### src/rtl/alu_pkg.sv
// Shared ALU result types.
// Used by the result logger and the ALU/FSM top.
package alu_pkg;

   localparam int DATA_W = 5;

   typedef struct packed {
      logic              zf;
      logic [DATA_W-1:0] r;
   } alu_res_t;

endpackage

### src/rtl/res_fifo.sv
// Result FIFO: storage, pointers and occupancy.
// Head is shown the cycle after it is written.
module res_fifo
   import alu_pkg::*;
#(
   parameter int  DEPTH = 8,
   parameter type T     = alu_res_t,
   localparam int PW    = $clog2(DEPTH),
   localparam int LW    = $clog2(DEPTH + 1)
) (
   input  logic          clk,
   input  logic          reset,
   input  logic          push,
   input  T              push_data,
   input  logic          pop_req,
   output logic          push_ok,
   output logic          drop,
   output logic          pop,
   output T              head,
   output logic          head_valid,
   output logic [LW-1:0] level,
   output logic          full,
   output logic          empty
);

   logic [PW-1:0] wr_ptr;
   logic [PW-1:0] rd_ptr;
   T              mem [DEPTH];

   assign full       = (level == LW'(DEPTH));
   assign empty      = (level == '0);
   assign head_valid = !empty;
   assign pop        = head_valid && pop_req;
   // a pop frees the slot this cycle, so a full FIFO can still accept
   assign push_ok    = push && (!full || pop);
   assign drop       = push && full && !pop;
   assign head       = empty ? T'('0) : mem[rd_ptr];

   always_ff @(posedge clk or negedge reset) begin
      if (!reset) begin
         wr_ptr <= '0;
         rd_ptr <= '0;
         level  <= '0;
      end else begin
         if (push_ok)
            wr_ptr <= wr_ptr + PW'(1);
         if (pop)
            rd_ptr <= rd_ptr + PW'(1);
         case ({push_ok, pop})
            2'b10:   level <= level + LW'(1);
            2'b01:   level <= level - LW'(1);
            default: level <= level;
         endcase
      end
   end

   always_ff @(posedge clk) begin
      if (push_ok)
         mem[wr_ptr] <= push_data;
   end

endmodule

### src/rtl/alu_result_log.sv
// Buffers sampled ALU results for a consumer,
// with saturating statistics and sticky error flags.
module alu_result_log
   import alu_pkg::*;
#(
   parameter int DEPTH = 8,
   parameter int CNT_W = 8
) (
   input  logic                       clk,
   input  logic                       reset,
   input  logic                       in_valid,
   input  logic [DATA_W-1:0]          in_r,
   input  logic                       in_zf,
   input  logic                       out_ready,
   output logic                       out_valid,
   output logic [DATA_W-1:0]          out_r,
   output logic                       out_zf,
   output logic [$clog2(DEPTH+1)-1:0] level,
   output logic                       full,
   output logic                       empty,
   input  logic                       clr_flags,
   output logic                       overflow,
   output logic                       zf_err,
   output logic [CNT_W-1:0]           total_cnt,
   output logic [CNT_W-1:0]           zero_cnt
);

   alu_res_t wr_d;
   alu_res_t rd_d;
   logic     push_ok;
   logic     drop;
   logic     pop;
   logic     zf_bad;

   assign wr_d   = '{zf: in_zf, r: in_r};
   assign out_r  = rd_d.r;
   assign out_zf = rd_d.zf;
   assign zf_bad = in_zf != (in_r == '0);

   res_fifo #(
      .DEPTH (DEPTH),
      .T     (alu_res_t)
   ) u_fifo (
      .clk        (clk),
      .reset      (reset),
      .push       (in_valid),
      .push_data  (wr_d),
      .pop_req    (out_ready),
      .push_ok    (push_ok),
      .drop       (drop),
      .pop        (pop),
      .head       (rd_d),
      .head_valid (out_valid),
      .level      (level),
      .full       (full),
      .empty      (empty)
   );

   always_ff @(posedge clk or negedge reset) begin
      if (!reset) begin
         total_cnt <= '0;
         zero_cnt  <= '0;
      end else if (push_ok) begin
         if (total_cnt != '1)
            total_cnt <= total_cnt + CNT_W'(1);
         if (in_zf && zero_cnt != '1)
            zero_cnt <= zero_cnt + CNT_W'(1);
      end
   end

   // a new set event in the clearing cycle keeps the flag up
   always_ff @(posedge clk or negedge reset) begin
      if (!reset) begin
         overflow <= 1'b0;
         zf_err   <= 1'b0;
      end else begin
         if (drop)
            overflow <= 1'b1;
         else if (clr_flags)
            overflow <= 1'b0;
         if (push_ok && zf_bad)
            zf_err <= 1'b1;
         else if (clr_flags)
            zf_err <= 1'b0;
      end
   end

endmodule

### config.mk
export PLATFORM = sky130hd
export DESIGN_NAME = alu_result_log
export DESIGN_NICKNAME = d
export VERILOG_FILES = /design/src/rtl/alu_pkg.sv /design/src/rtl/res_fifo.sv /design/src/rtl/alu_result_log.sv
export SDC_FILE = /design/constraint.sdc
export NUM_CORES = 1
export LEC_CHECK = 0
export ABC_AREA = 1
export CORE_UTILIZATION = 52
export CTS_BUF_LIST = sky130_fd_sc_hd__clkbuf_4
export DETAILED_ROUTE_END_ITERATION = 10
export PLACE_DENSITY_LB_ADDON = 0.25
export SLEW_MARGIN = 5
export SYNTH_ARGS = -nofsm -noshare
export SYNTH_HDL_FRONTEND = slang
export SYNTH_HIERARCHICAL = 1
export SYNTH_SLANG_ARGS = --single-unit
### constraint.sdc
create_clock -name clk -period 1.8 [get_ports clk]
set_input_delay 0.36 -clock clk [delete_from_list [all_inputs] [get_ports clk]]
set_output_delay 0.36 -clock clk [all_outputs]
set_load 0.01 [all_outputs]
==> run metrics <==
Final setup viols=13; Critical Path RT=1440 ps; Hold Path Class=in -> async; GRT Overall Usage=23.9%; Cell variety after synth=32; post-layout min period=2150 ps; remaining global-route overflow=0; Final ANT Viol Nets=0; first-pass GRT wire length=13,100 um; Skew-Pair Late Insertion Delay=390 ps; Crit Path Category=reg -> out; Worst-Margin Slew=381 ps; Synth Area in Compound Gates=7.07%; Initial Utilization=55.1%; die area=7210 sq um; max_cap viols=0; vias in the first global route=2,860; Yosys reg bits=76; WHS=329 ps; yosys warns=6; row count=29; routed length per placed instance=15.8 um; status=finished with violations; Post-Syn Nets=386; dpl hpwl=5310 um; hold-fix buffer count after cts=0; largest family of logic cells by synthesized area=simple AND/OR/NAND/NOR gates; Remaining DRCs=2; sequential share of the synthesized area=59.9%; Pleak=2.15 nW; Final Hold Fails=0; Final #Nets=496; Mean Syn Cell Area=9.66 sq um; endpoint class of the critical path=output pin; CTS tree=done; I/O Buffers=41; Worst Setup Start Kind=flop; DRT iter0 DRCs=160; adder-cell share of the synthesized area=1.75%; Max Fanout on Critical Path=13; Crit-path slowest cell=dfrtp_2; failing checks=design-rule violations, negative setup slack; largest net degree at the start of global routing=29; Area growth syn-to-layout=41.6%; vias=3,028; filler instances=407; CP arrival=1790 ps; Synth Area in XOR/XNOR=2.45%; RSZ-0062 raised after global routing=yes; Clock transition at path regs=110 ps; most frequent cells in the layout=nand2_1, nor2_1, edfxtp_1, buf_4, clkdlybuf4s50_1; fmax=0.466 GHz; CTS root buffer=clkbuf_4; DR pass1 iterations=7; Die W=84.9 um; setup ws final=-346 ps; clock skew=6.65 ps; Synth Area in Simple Gates=23.9%; die height=84.9 um; Place WS=-273 ps; PD cells=1530 nW/um^2; Core Footprint=6490 sq um; Bufs on Longest Clock Path=2; CTS H-tree depth=3; IR Drop Worst-Case VDD=0.760 mV; I/O pins=42; Max stage delay on crit path=450 ps; CP most frequent cell=nor2_1; Num CTS Buffers=9; share of layout cells above drive strength 1=33.8%; setup total negative slack=-1790 ps; diode count=0; Via-to-Cell Ratio=5.39; relative slew slack=74.5%; final core occ=78.0%; # clock sinks=76; Slew Limit Fails=0; Routed WL=8890 um; critical path cell sequence=buf_4, o21ai_0, o32ai_2, nor2_1, nor2_1, buf_2; Final period util=119%; commonest non-fill, non-tap cell in the layout=nand2_1; proportion of synthesized area in mux cells=0%; cell count after synthesis=370; antenna violations before repair=0; mapped cell area=3580 sq um; gp weighted congestion=0.819
## kinds of logic (layout without fill, tap and decap cells)
family          count (synthesis)  after routing
compound gates                 40             40
xor+xnor                       10             10
fa+ha+maj                       5              5
buf+inv                        42            156
flops                          76             76
simple gates                  197            198
## worst max-delay path: cells and delay by family (launching register included)
family                 cells  cell delay [ps]
buffers and inverters      2              320
AND/OR/NAND/NOR            2              160
flip-flops                 1              450
AO/OA/AOI/OAI              2              480
## power by group
group	leakage (nW)	internal (W)	switching, W
clock	0.0822	0.000546	0.000551
sequential	0.780	0.00224	0.000272
combinational	1.29	0.00197	0.00219
## layer usage
layer | wire, um | track usage [%] | vias up
li1 | - | - | 1452
met5 | 0 | 0 | -
met3 | 429 | 2.92 | 12
met1 | 3550 | 29.0 | 1469
met2 | 4750 | 42.6 | 95
met4 | 158 | 11.6 | 0
## synth_stat cells
cell type,number,area (sq um)
xor2_1,5,43.8
o211ai_1,1,7.51
nand3b_1,1,7.51
clkbuf_1,3,11.3
dfrtp_1,28,701
ha_1,5,62.6
nor2_1,71,267
nand2_1,90,338
nand3_1,13,65.1
o21ai_0,22,110
clkbuf_2,1,5.00
o21ai_1,3,15.0
clkinv_2,1,5.00
inv_1,26,97.6
nor2_2,2,12.5
nand3_4,1,17.5
nand3_2,2,20.0
nor4_2,1,12.5
inv_4,2,12.5
edfxtp_1,48,1440
inv_2,4,15.0
nand4_1,4,25.0
o32ai_1,12,105
buf_6,1,11.3
buf_2,3,15.0
clkinv_1,1,3.75
or2_1,1,6.26
nand2_4,3,33.8
xnor2_1,5,43.8
a21o_1,1,7.51
o21bai_1,1,7.51
nand2_2,8,50.1
## flip-flops by register name (all words and copies together) (netlist names)
register	count
overflow	1
total_cnt	8
u_fifo/level	4
u_fifo/mem	48
u_fifo/rd_ptr	3
u_fifo/wr_ptr	3
zero_cnt	8
zf_err	1
## metrics by stage
stage	instance area, sq um	cells	total power, W
after floorplan	3580	370	0.00413
after global placement	4320	516	0.00542
after detailed placement	4320	516	0.00550
after CTS	4610	543	0.00683
after global routing	5060	562	0.00821
final	5060	562	0.00777
## worst paths after layout
| check | cells after the start | slack [ps] | from | to |
|---|---|---|---|---|
| min in group clk | 1 | 490 | overflow$_DFFE_PN0P_ | overflow$_DFFE_PN0P_ |
| worst min register to register | 1 | 490 | overflow$_DFFE_PN0P_ | overflow$_DFFE_PN0P_ |
| max in group asynchronous | 2 | 1180 | reset | u_fifo/rd_ptr[0]$_DFFE_PN0N_ |
| worst min-delay path | 2 | 330 | reset | zero_cnt[7]$_DFFE_PN0P_ |
| worst max-delay path | 6 | -350 | u_fifo/rd_ptr[0]$_DFFE_PN0N_ | out_r[4] |
| worst max register to register | 8 | -20 | u_fifo/level[3]$_DFFE_PN0P_ | u_fifo/mem[6][2]$_DFFE_PP_ |
## repair_timing
action / 4_1_cts / 5_1_grt
hold endpoints to repair: 0 / 0
resized for setup: 70 / 86
pin swaps: 24 / 39
setup buffers: 9 / 26
endpoints found under the setup margin: 25 / 86
cloned: 2 / 0
## cell type report
class                           instances  area [sq um]  share of cell area, %
Inverter                               34           148                   2.92
Clock inverter                          7          81.3                   1.61
Clock buffer                            9          67.6                   1.33
Timing Repair Buffer                  106           935                   18.5
Tap cell                               77          96.3                   1.90
Sequential cell                        76          2150                   42.4
Multi-Input combinational cell        253          1590                   31.3
No activity file was read; power rests on OpenSTA's default activity.
